`src/rtl/vga_timing_pkg.sv`:
```
// rtl/vga_timing_pkg.sv - shared VGA timing defaults and derived constants
// Purpose: 640x480@60 default timing, counter width, and helpers that derive
//          axis totals and sync-window bounds from the four segment lengths.
// Ports: none (package).
package vga_timing_pkg;

  localparam int CNT_W     = 10;
  localparam int MAX_TOTAL = 1 << CNT_W;

  localparam int H_VISIBLE_DEF = 640;
  localparam int H_FRONT_DEF   = 16;
  localparam int H_SYNC_DEF    = 96;
  localparam int H_BACK_DEF    = 48;

  localparam int V_VISIBLE_DEF = 480;
  localparam int V_FRONT_DEF   = 10;
  localparam int V_SYNC_DEF    = 2;
  localparam int V_BACK_DEF    = 33;

  function automatic int axis_total(input int vis, input int front,
                                    input int sync, input int back);
    return vis + front + sync + back;
  endfunction

  // Segments run visible, front porch, sync, back porch, so the sync window
  // opens right after the front porch.
  function automatic int sync_start(input int vis, input int front);
    return vis + front;
  endfunction

  function automatic int sync_end(input int vis, input int front, input int sync);
    return vis + front + sync;
  endfunction

  localparam int H_TOTAL_DEF      = axis_total(H_VISIBLE_DEF, H_FRONT_DEF, H_SYNC_DEF, H_BACK_DEF);
  localparam int H_SYNC_START_DEF = sync_start(H_VISIBLE_DEF, H_FRONT_DEF);
  localparam int H_SYNC_END_DEF   = sync_end(H_VISIBLE_DEF, H_FRONT_DEF, H_SYNC_DEF);

  localparam int V_TOTAL_DEF      = axis_total(V_VISIBLE_DEF, V_FRONT_DEF, V_SYNC_DEF, V_BACK_DEF);
  localparam int V_SYNC_START_DEF = sync_start(V_VISIBLE_DEF, V_FRONT_DEF);
  localparam int V_SYNC_END_DEF   = sync_end(V_VISIBLE_DEF, V_FRONT_DEF, V_SYNC_DEF);

endpackage

```
`src/rtl/vga_axis_counter.sv`:
```
// rtl/vga_axis_counter.sv - wrapping axis counter with terminal count and sync decode
// Purpose: counts 0..TOTAL-1 on enabled edges, wraps to 0, and registers an
//          active-low sync flag decoded from the next count so both flops
//          always agree on the same cycle.
// Ports:
//   clk_i    - pixel clock
//   rst_i    - synchronous active-high reset (count 0, sync high)
//   en_i     - advance enable; count and sync hold while low
//   count_o  - registered count
//   tc_o     - high while count_o sits at TOTAL-1
//   sync_n_o - registered, low while SYNC_START <= count_o < SYNC_END
module vga_axis_counter
  import vga_timing_pkg::*;
#(
  parameter int TOTAL      = H_TOTAL_DEF,
  parameter int SYNC_START = H_SYNC_START_DEF,
  parameter int SYNC_END   = H_SYNC_END_DEF
) (
  input  logic             clk_i,
  input  logic             rst_i,
  input  logic             en_i,
  output logic [CNT_W-1:0] count_o,
  output logic             tc_o,
  output logic             sync_n_o
);

  localparam logic [CNT_W-1:0] LAST = CNT_W'(TOTAL - 1);
  // One extra bit so a sync window ending exactly at 1024 still compares correctly.
  localparam logic [CNT_W:0] START_X = (CNT_W + 1)'(SYNC_START);
  localparam logic [CNT_W:0] END_X   = (CNT_W + 1)'(SYNC_END);

  logic [CNT_W-1:0] count_q, count_d;
  logic             sync_n_q, sync_n_d;

  assign tc_o = (count_q == LAST);

  always_comb begin
    count_d = count_q;
    if (en_i) begin
      count_d = tc_o ? '0 : count_q + 1'b1;
    end
    // Decode from count_d so the registered sync lines up with the registered count.
    sync_n_d = !(({1'b0, count_d} >= START_X) && ({1'b0, count_d} < END_X));
  end

  always_ff @(posedge clk_i) begin
    if (rst_i) begin
      count_q  <= '0;
      sync_n_q <= 1'b1;
    end else begin
      count_q  <= count_d;
      sync_n_q <= sync_n_d;
    end
  end

  assign count_o  = count_q;
  assign sync_n_o = sync_n_q;

endmodule

```
`src/rtl/vga_controller.sv`:
```
// rtl/vga_controller.sv - VGA raster timing generator
// Purpose: generates pixel/line counters and active-low sync pulses for a
//          parameterised raster; one axis counter per direction, the vertical
//          one advancing only when the horizontal one wraps.
// Ports:
//   clk_i    - pixel clock
//   rst_i    - synchronous active-high reset, overrides Enable_i
//   Enable_i - pixel-advance enable; all outputs hold while low
//   x_o      - horizontal counter 0..H_TOTAL-1
//   y_o      - vertical counter 0..V_TOTAL-1
//   h_sync_o - horizontal sync, active low
//   v_sync_o - vertical sync, active low
module vga_controller
  import vga_timing_pkg::*;
#(
  parameter int H_VISIBLE = H_VISIBLE_DEF,
  parameter int H_FRONT   = H_FRONT_DEF,
  parameter int H_SYNC    = H_SYNC_DEF,
  parameter int H_BACK    = H_BACK_DEF,
  parameter int V_VISIBLE = V_VISIBLE_DEF,
  parameter int V_FRONT   = V_FRONT_DEF,
  parameter int V_SYNC    = V_SYNC_DEF,
  parameter int V_BACK    = V_BACK_DEF
) (
  input  logic             clk_i,
  input  logic             rst_i,
  input  logic             Enable_i,
  output logic [CNT_W-1:0] x_o,
  output logic [CNT_W-1:0] y_o,
  output logic             h_sync_o,
  output logic             v_sync_o
);

  localparam int H_TOTAL      = axis_total(H_VISIBLE, H_FRONT, H_SYNC, H_BACK);
  localparam int V_TOTAL      = axis_total(V_VISIBLE, V_FRONT, V_SYNC, V_BACK);
  localparam int H_SYNC_START = sync_start(H_VISIBLE, H_FRONT);
  localparam int H_SYNC_END   = sync_end(H_VISIBLE, H_FRONT, H_SYNC);
  localparam int V_SYNC_START = sync_start(V_VISIBLE, V_FRONT);
  localparam int V_SYNC_END   = sync_end(V_VISIBLE, V_FRONT, V_SYNC);

  // A total beyond the 10-bit range cannot be represented by the counters.
  if (H_TOTAL > MAX_TOTAL) begin : g_bad_h_total
    $error("vga_controller: H_TOTAL exceeds 1024");
  end
  if (V_TOTAL > MAX_TOTAL) begin : g_bad_v_total
    $error("vga_controller: V_TOTAL exceeds 1024");
  end

  logic h_tc;
  logic v_tc_unused;
  logic v_en;

  // The line counter steps on exactly the enabled edge where x wraps.
  assign v_en = Enable_i & h_tc;

  vga_axis_counter #(
    .TOTAL      (H_TOTAL),
    .SYNC_START (H_SYNC_START),
    .SYNC_END   (H_SYNC_END)
  ) u_h_counter (
    .clk_i    (clk_i),
    .rst_i    (rst_i),
    .en_i     (Enable_i),
    .count_o  (x_o),
    .tc_o     (h_tc),
    .sync_n_o (h_sync_o)
  );

  vga_axis_counter #(
    .TOTAL      (V_TOTAL),
    .SYNC_START (V_SYNC_START),
    .SYNC_END   (V_SYNC_END)
  ) u_v_counter (
    .clk_i    (clk_i),
    .rst_i    (rst_i),
    .en_i     (v_en),
    .count_o  (y_o),
    .tc_o     (v_tc_unused),
    .sync_n_o (v_sync_o)
  );

endmodule

```
`config.mk`:
```
export PLATFORM = sky130hd
export DESIGN_NAME = vga_controller
export DESIGN_NICKNAME = d
export VERILOG_FILES = /design/src/rtl/vga_timing_pkg.sv /design/src/rtl/vga_axis_counter.sv /design/src/rtl/vga_controller.sv
export SDC_FILE = /design/constraint.sdc
export NUM_CORES = 1
export LEC_CHECK = 0
export CORE_UTILIZATION = 50
export CTS_BUF_LIST = sky130_fd_sc_hd__clkbuf_4
export CTS_CLUSTER_DIAMETER = 100
export CTS_CLUSTER_SIZE = 14
export DETAILED_ROUTE_END_ITERATION = 16
export PLACE_DENSITY = 0.79
export SYNTH_ARGS = -nofsm -noshare
export SYNTH_HDL_FRONTEND = slang
export SYNTH_SLANG_ARGS = --single-unit
```
`constraint.sdc`:
```
create_clock -name clk_i -period 3.2 [get_ports clk_i]
set_input_delay 0.64 -clock clk_i [delete_from_list [all_inputs] [get_ports clk_i]]
set_output_delay 0.64 -clock clk_i [all_outputs]
set_load 0.1 [all_outputs]
```
Word level (Yosys, flattened, before mapping)
Index checks and enable logic that the tools add are counted.
Storage, ports and cells
  register bits: 22
  bits of input ports: 3
  output and inout bits: 22
  logic and storage cells: 21
Operators by class
  add/subtract/negate cells: 2
  $lt $le $gt $ge: 4
  equal/unequal tests: 2
  multiplexer cells: 4
  bitwise logic cells: 1
  reductions and logical operators: 4
Operator list (number)
  10-bit two-way mux: 4
  10-bit by 1-bit adder with 10-bit output, second input constant: 2
  10-bit equality test, second input constant: 2
  10-bit >= comparator, second input constant: 1
  10-bit by 9-bit >= comparator with 1-bit output, second input constant: 1
  10-bit < comparator, second input constant: 1
  10-bit by 9-bit < comparator with 1-bit output, second input constant: 1
  1-bit logical AND: 2
  1-bit zero test: 2
  1-bit bitwise AND: 1

Logic depth before layout (Yosys ltp)
Gate-level depths: netlist (run 1).
  word-level depth: 6
  mapped depth: 8
  mapped depth without buffers: 8

Hierarchy
Synthesis (run 1) repeated with hierarchy kept, for this count alone.
Second synthesis, totals
  cell total of the unflattened synthesis: 130
  area total of the unflattened synthesis: 1183.6 um2
Modules (own cells, without submodules)
  vga_axis_counter (u_v_counter): times used 1, cells an instance 69, area an instance 596.8 um2, sequential area each 220.2 um2
  vga_axis_counter (u_h_counter): times used 1, cells an instance 60, area an instance 580.6 um2, sequential area each 220.2 um2
  vga_controller: times used 1, cells an instance 1, area an instance 6.3 um2, sequential area each 0.0 um2

Worst setup path after synthesis (run 1)
OpenSTA, ideal clock, no wires.
  path kind: flip-flop to flip-flop
  start: register u_h_counter.count_q[0] (netlist: u_h_counter.count_o[0])
  end: register u_v_counter.sync_n_q (netlist: u_v_counter.sync_n_o)
  library setup time: 0.143 ns
  data arrival time: 2.527 ns
  required time: 3.057 ns
  path slack: 0.530 ns
  stages on the path, launching flop included: 8
  path buffers: 0
  period minus slack after synthesis: 2.670 ns
  cell sequence: dfxtp_1 > ha_1 > and4_1 > nand4_1 > or3_1 > xor2_1 > a21oi_1 > nand4_1
On the way
  word-level cells in the longest chain between the ends: 6
  elaborated cells on any way between the ends: 7
  classes of those cells: order compare (2); eq/ne (1); mux (1); bitwise (1); reduce/logical (2)
RTL lines
  start, declared: line vga_axis_counter.sv:32  | logic [CNT_W-1:0] count_q, count_d;
  start signal, assigned: line vga_axis_counter.sv:51  | count_q <= count_d;
  10-bit equality test *: line vga_axis_counter.sv:35  | assign tc_o = (count_q == LAST);
  1-bit bitwise AND *: line vga_controller.sv:54  | assign v_en = Enable_i & h_tc;
  10-bit two-way mux *: line vga_axis_counter.sv:39  | if (en_i) begin
  10-bit by 9-bit >= comparator with 1-bit output / 10-bit by 9-bit < comparator with 1-bit output (equally long branches): line vga_axis_counter.sv:43  | sync_n_d = !(({1'b0, count_d} >= START_X) && ({1'b0, count_d} < END_X));
  1-bit logical AND *: line vga_axis_counter.sv:43
  1-bit zero test *: line vga_axis_counter.sv:43
  end signal, assigned: line vga_axis_counter.sv:52  | sync_n_q <= sync_n_d;
  end, declared: line vga_axis_counter.sv:33  | logic sync_n_q, sync_n_d;
Mark *: on every way between the ends. The rest lies on a longest branch, timed or not.
A chain may end at the register's enable or synchronous reset.

Worst setup path in the final report (run 1)
  start: input Enable_i
  end: register u_v_counter.sync_n_q (netlist: u_v_counter.sync_n_o)
On the way
  word-level cells in the longest chain between the ends: 5
  elaborated cells on any way between the ends: 6
  classes of those cells: order compare (2); mux (1); bitwise (1); reduce/logical (2)
RTL lines
  start, declared: line vga_controller.sv:27  | input logic Enable_i,
  1-bit bitwise AND *: line vga_controller.sv:54
  10-bit two-way mux *: line vga_axis_counter.sv:39
  10-bit by 9-bit >= comparator with 1-bit output / 10-bit by 9-bit < comparator with 1-bit output (equally long branches): line vga_axis_counter.sv:43
  1-bit logical AND *: line vga_axis_counter.sv:43
  1-bit zero test *: line vga_axis_counter.sv:43
Marked as above.

==> metrics.md, run 1 <==
| Metric | Value |
|---|---|
| Status | finished clean |
| H-tree lvl count | 1 |
| Synth Flop Type | dfxtp_1 |
| ANT nets after route | 0 |
| Comb power frac | 8.8% |
| Initial antenna violation count | 0 |
| Cell area after synthesis | 1180 sq um |
| Gate Count Post-Synth | 144 |
| CP max-delay cell | clkdlybuf4s50_1 |
| CTS root buffer | clkbuf_4 |
| Clock slew at reported path FFs | 0.13 ns |
| Async S/R FF share, synth | 0% |
| Internal power | 332 uW |
| First-pass GRT wire length | 4290 microns |
| Final min period | 2.58 ns |
| Worst-skew pair later-pin latency | 0.30 ns |
| Layout area overhead | 18.9% |
| Final setup viols | 0 |
| Cell variety after synth | 37 |
| Critical Path Source Type | input pin |
| Net Count, Synth | 150 |
| Dpl hpwl | 1880 microns |
| Hold_buf cts | 0 |
| Die area | 2570 sq um |
| Worst-margin pin slew | 0.328 ns |
| Critical path buffer and inverter count | 1 |
| Clock Power Share | 28.8% |
| NetSw | 116 uW |
| 1st-pass router iterations | 4 |
| Critical path's largest stage delay | 0.60 ns |
| Number of global-route vias before repair | 932 |
| CP cell instances | clkdlybuf4s50_1, and4_1, nand4_1, or3_1, xor2_1, a21oi_1, nand4_1 |
| Fin nets | 175 |
| RSZ-0062 raised after global routing | no |
| FF+latch area | 440 sq um |
| Post-cts resize count | 0 |
| CTS tree | yes |
| Setup Skew | 0.00233 ns |
| GRT Resource Usage Total | 21.9% |
| N_diodes | 0 |
| Post-synth EDFFs | 0 |
| CP Class | input pin to flop |
| Most frequent cells in the layout | 25 x nor2_1, 24 x buf_4, 22 x dfxtp_1, 12 x nand2_1, 9 x a21oi_1 |
| Row count | 17 |
| Die Span Y | 50.7 microns |
| CTS Sinks | 22 |
| Die width | 50.7 microns |
| Grt total ovfl | 0 |
| Crit path DAT | 2.75 ns |
| Cts bufs inserted | 3 |
| Layout cell share with drive strength beyond 1 | 17.9% |
| Detailed-route via count | 1118 |
| Peak supply drop | 0.275 mV |
| CP delay by family, top | simple AND/OR/NAND/NOR gates |
| CP Capture Type | flop |
| Final Util | 63.6% |
| Crit Path Max Fanout | 9 |
| Initial Utilization | 53.5% |
| Sequential share of power | 62.4% |
| Pins over their slew limit | 0 |
| DRC | 0 |
| Final wirelength | 2520 microns |
| Worst EP required | 3.37 ns |
| #FFs+latches synth | 22 |
| YS warnings | 0 |
| Commonest non-fill, non-tap cell in the layout | nor2_1 |
| Post-CTS setup buffers | 0 |
| Post-Place Cells | 192 |
| Port buffer count | 24 |
| Core Region | 2210 sq um |
| # IOs | 25 |
| Leakage | 0.000521 uW |
| 1st-iter DRT viols | 33 |
| Max-cap violations | 0 |
| Switching share of power | 25.9% |
| Non-Filler Instances | 196 |
| Clk buf depth | 2 |
| Largest net degree at the start of global routing | 16 |
| Setup TNS | 0 ns |
| WL/cell | 12.9 microns |
| Power density over the cells | 319 nW/um^2 |
| Routability cong. | 0.973 |
| Relative slew slack | 77.6% |
| Final hold viol count | 0 |
| Syn avg cell area | 8.22 sq um |
| Vias per cell | 5.70 |
| Crit-path most repeated cell | nand4_1 |
| Area taken by multi-input logic gates | 687 sq um |
| FILL cells | 210 |
| FMAX | 0.387 GHz |
| Period utilization | 80.8% |
| Post-synthesis sequential area ratio | 37.2% |
| Worst min path class | flop to flop |
state kept, by name (all words and copies together), names as in the netlist:
| name | cells |
|---|---|
| u_v_counter.count_o | 10 |
| u_h_counter.count_o | 10 |
| u_h_counter.sync_n_o | 1 |
| u_v_counter.sync_n_o | 1 |
synth_stat cells (2+ instances only):
cell type | n | share of area (%)
and3_1 | 3 | 1.6
o21ai_0 | 5 | 2.1
nand3_1 | 7 | 3.0
mux2i_1 | 2 | 1.7
nand4_1 | 5 | 2.6
a311oi_1 | 2 | 1.5
xor2_1 | 5 | 3.7
inv_1 | 5 | 1.6
xnor2_1 | 7 | 5.2
nor3_1 | 3 | 1.3
nor2_1 | 25 | 7.9
or3_1 | 2 | 1.1
ha_1 | 3 | 3.2
a21oi_1 | 9 | 3.8
buf_2 | 3 | 1.3
clkbuf_1 | 2 | 0.63
dfxtp_1 | 22 | 37
and4_1 | 4 | 3.0
nand2_1 | 12 | 3.8
per-stage QoR:
stage	worst slack (ns)	hold WS (ns)	instance area (sq um)	power [uW]
finish	0.616	0.548	1410	449
global route	0.438	0.598	1410	464
CTS	0.618	0.559	1410	452
detailed placement	0.301	0.525	1380	325
global placement	0.436	0.516	1380	325
floorplan	0.530	0.709	1180	315
metal layers:
| layer | global-route usage, % | share of wire, % |
|---|---|---|
| met5 | 0 | 0 |
| met1 | 31.5 | 50 |
| met4 | 5.56 | 0.67 |
| met3 | 4.24 | 5.8 |
| met2 | 33.3 | 44 |
layout make-up:
type	instances	area share, %
Multi-Input combinational cell	111	48.8
Sequential cell	22	31.3
Timing Repair Buffer	26	14.2
Tap cell	28	2.49
Clock buffer	3	1.60
Inverter	5	1.33
Clock inverter	1	0.267
tightest hold or removal path, cell delays in order (launching register included):
cell and delay, ns:
dfxtp_1 0.37, a21oi_1 0.08, nor2_1 0.07
cells by family after synthesis:
kind of cell,after synthesis,synth area share (%)
flops,22,37.2
compound gates,25,13.5
buf+inv,11,4.76
fa+ha+maj,3,3.17
xor+xnor,12,8.88
mux,2,1.69
simple gates,69,30.8
final timing paths:
path | start | to | slack [ns] | cells past startpoint
setup / recovery | Enable_i | u_v_counter.sync_n_o | 0.62 | 7
hold reg to reg | u_v_counter.count_o[9] | u_v_counter.count_o[9] | 0.55 | 2
setup reg to reg | u_h_counter.count_o[0] | u_v_counter.sync_n_o | 0.96 | 7
hold / removal | u_v_counter.count_o[9] | u_v_counter.count_o[9] | 0.55 | 2
power by group through the flow:
stage,Sequential (uW),Clock [uW],Combinational [uW]
2_1_floorplan,305,0,10.2
3_3_place_gp,286,0,38.8
3_5_place_dp,286,0,39.5
4_1_cts,280,133,39.5
5_1_grt,280,142,41.6
6_report,280,129,39.5
No activity file was read; power rests on OpenSTA's default activity.
==> inputs of run 2 (changes only) <==
--- a/config.mk
+++ b/config.mk
@@ -5,12 +5,12 @@
 export SDC_FILE = /design/constraint.sdc
 export NUM_CORES = 1
 export LEC_CHECK = 0
-export CORE_UTILIZATION = 50
+export CORE_UTILIZATION = 47
 export CTS_BUF_LIST = sky130_fd_sc_hd__clkbuf_4
 export CTS_CLUSTER_DIAMETER = 100
 export CTS_CLUSTER_SIZE = 14
 export DETAILED_ROUTE_END_ITERATION = 16
-export PLACE_DENSITY = 0.79
+export PLACE_DENSITY = 0.77
 export SYNTH_ARGS = -nofsm -noshare
 export SYNTH_HDL_FRONTEND = slang
 export SYNTH_SLANG_ARGS = --single-unit
==> constraint.sdc (replaced) <==
create_clock -name clk_i -period 2.2 [get_ports clk_i]
set_input_delay 0.44 -clock clk_i [delete_from_list [all_inputs] [get_ports clk_i]]
set_output_delay 0.44 -clock clk_i [all_outputs]
set_load 0.1 [all_outputs]
==> metrics.md, run 2 (same netlist as run 1, synthesis figures left out) <==
| Metric | Value |
|---|---|
| Status | finished clean (unchanged) |
| Final Util | 66.4% (was 63.6%) |
| Worst-margin pin slew | 0.329 ns (was 0.328 ns) |
| Post-cts resize count | 0 (unchanged) |
| Leakage | 0.000594 uW (was 0.000521 uW) |
| Worst EP required | 2.39 ns (was 3.37 ns) |
| 1st-iter DRT viols | 24 (was 33) |
| 1st-pass router iterations | 4 (unchanged) |
| Critical path's largest stage delay | 0.49 ns (was 0.60 ns) |
| Fin nets | 189 (was 175) |
| CP Class | input pin to flop (unchanged) |
| Final hold viol count | 0 (unchanged) |
| Dpl hpwl | 2160 microns (was 1880 microns) |
| R2r setup slk | 0.27 ns (was 0.96 ns) |
| Layout area overhead | 29.0% (was 18.9%) |
| Comb power frac | 9.3% (was 8.8%) |
| Die width | 52.2 microns (was 50.7 microns) |
| CP max-delay cell | clkdlybuf4s50_1 (unchanged) |
| Clock slew at reported path FFs | 0.13 ns (about the same) |
| Core Region | 2300 sq um (was 2210 sq um) |
| Internal power | 488 uW (was 332 uW) |
| Sequential share of power | 61.4% (was 62.4%) |
| Period utilization | 89.9% |
| Post-CTS setup buffers | 0 (unchanged) |
| First-pass GRT wire length | 4950 microns (was 4290 microns) |
| Row count | 17 (unchanged) |
| Critical Path Source Type | input pin (unchanged) |
| # IOs | 25 (unchanged) |
| Cts bufs inserted | 3 (unchanged) |
| Grt total ovfl | 0 (unchanged) |
| Initial Utilization | 51.5% (was 53.5%) |
| Largest net degree at the start of global routing | 15 (was 16) |
| DRC | 0 (unchanged) |
| RSZ-0062 raised after global routing | no (unchanged) |
| Peak supply drop | 0.359 mV (was 0.275 mV) |
| Reg2reg path depth | 6 (was 7) |
| Max-cap violations | 0 (unchanged) |
| Crit-path most repeated cell | and4_1 (was nand4_1) |
| Final min period | 1.98 ns |
| Pins over their slew limit | 0 (unchanged) |
| Routability cong. | 0.977 (was 0.973) |
| Detailed-route via count | 1168 (was 1118) |
| GRT Resource Usage Total | 24.8% (was 21.9%) |
| H-tree lvl count | 1 (unchanged) |
| Worst min path class | flop to flop (unchanged) |
| NetSw | 178 uW (was 116 uW) |
| Crit path DAT | 2.17 ns (was 2.75 ns) |
| Relative slew slack | 77.5% (was 77.6%) |
| ANT nets after route | 0 (unchanged) |
| Port buffer count | 24 (unchanged) |
| End of the worst hold path | u_v_counter.count_o[0] (was u_v_counter.count_o[9]) |
| Layout cell share with drive strength beyond 1 | 30.2% (was 17.9%) |
| Setup ws final | 0.222 ns (was 0.616 ns) |
| Initial antenna violation count | 0 (unchanged) |
| Die area | 2720 sq um (was 2570 sq um) |
| Clock Power Share | 29.3% (was 28.8%) |
| CTS Sinks | 22 (unchanged) |
| Number of global-route vias before repair | 1096 (was 932) |
| Final wirelength | 2880 microns (was 2520 microns) |
| Final setup viols | 0 (unchanged) |
| WL/cell | 13.7 microns (was 12.9 microns) |
| CP Capture Type | flop (unchanged) |
| FMAX | 0.506 GHz |
| RR Endpoint | u_v_counter.sync_n_o (unchanged) |
| R2R Path Start | u_h_counter.count_o[0] (unchanged) |
| Setup Skew | 0.00506 ns (was 0.00233 ns) |
| Worst-skew pair later-pin latency | 0.31 ns (was 0.30 ns) |
| N_diodes | 0 (unchanged) |
| Hold_buf cts | 0 (unchanged) |
| Clk buf depth | 2 (unchanged) |
| Switching share of power | 26.7% (was 25.9%) |
| Vias per cell | 5.56 (was 5.70) |
| CP cell instances | clkdlybuf4s50_1, and4_1, and4_1, a41oi_1, a2111oi_0, nand4_1 (was clkdlybuf4s50_1, and4_1, nand4_1, or3_1, xor2_1, a21oi_1, nand4_1) |
| Critical path buffer and inverter count | 1 (unchanged) |
| Crit Path Max Fanout | 5 (was 9) |
| Commonest non-fill, non-tap cell in the layout | buf_4 (was nor2_1) |
| Die Span Y | 52.2 microns (was 50.7 microns) |
| Worst hold path depth | 2 (unchanged) |
| CTS tree | yes (unchanged) |
| CP delay by family, top | simple AND/OR/NAND/NOR gates (unchanged) |
| Most frequent cells in the layout | 38 x buf_4, 25 x nor2_1, 12 x nand2_1, 11 x dfxtp_2, 11 x dfxtp_1 (was 25 x nor2_1, 24 x buf_4, 22 x dfxtp_1, 12 x nand2_1, 9 x a21oi_1) |
| Power density over the cells | 436 nW/um^2 (was 319 nW/um^2) |
| CTS root buffer | clkbuf_4 (unchanged) |
| Hold Startpoint | u_v_counter.count_o[0] (was u_v_counter.count_o[9]) |
| Pre-CTS setup slack | -0.109 ns (was 0.301 ns) |
| Fin Hold WS | 0.522 ns (was 0.548 ns) |
==> run 2: power groups by stage <==
stage | clock [uW] | sequential [uW] | combinational (uW)
final | 195 | 409 | 61.8
after global routing | 217 | 410 | 65.7
after CTS | 199 | 409 | 62.1
after detailed placement | 0 | 418 | 62.0
after floorplan | 0 | 445 | 14.7
after global placement | 0 | 417 | 61.1
==> run 2: layer usage <==
layer  vias to the layer above  GRT usage [%]  routed length [microns]
met1                       531           31.2                     1310
met2                        38           41.0                     1390
met3                         5           5.51                      144
li1                        594              -                        -
met4                         0           9.65                       37
met5                         -              0                        0
==> run 2: final cells by class <==
class | instances | area (sq um)
inverters | 5 | 18.8
well taps | 28 | 35.0
clock buffers | 3 | 22.5
repair buffers | 40 | 305
fillers | 216 | 771
multi-input cells | 111 | 687
clock inverters | 1 | 3.75
flip-flops and latches | 22 | 454
==> run 2: how the worst max path moves through the flow <==
stage,start,end,slack (ns),cells after the start
after floorplan,u_v_counter.count_o[4],u_v_counter.sync_n_o,-0.10,5
after global placement,Enable_i,u_v_counter.sync_n_o,-0.09,7
after detailed placement,Enable_i,u_v_counter.sync_n_o,-0.11,6
after CTS,Enable_i,u_v_counter.sync_n_o,0.24,6
after global routing,u_h_counter.count_o[0],u_v_counter.sync_n_o,0.07,8
final,Enable_i,u_v_counter.sync_n_o,0.22,6
==> run 2: per-stage QoR <==
step	TNS, ns	cells	instance area [sq um]	power (uW)
2_1_floorplan	-0.104	144	1200	460
3_3_place_gp	-0.101	206	1500	478
3_5_place_dp	-0.126	206	1500	480
4_1_cts	0	210	1530	670
5_1_grt	0	210	1530	692
6_report	0	210	1530	666
==> run 2: worst register-to-register path, stage by stage (launching register included) <==
cell,delay [ns]
dfxtp_2,0.40
ha_1,0.20
and4_1,0.23
and4_1,0.32
a41oi_1,0.18
a2111oi_0,0.36
nand4_1,0.13
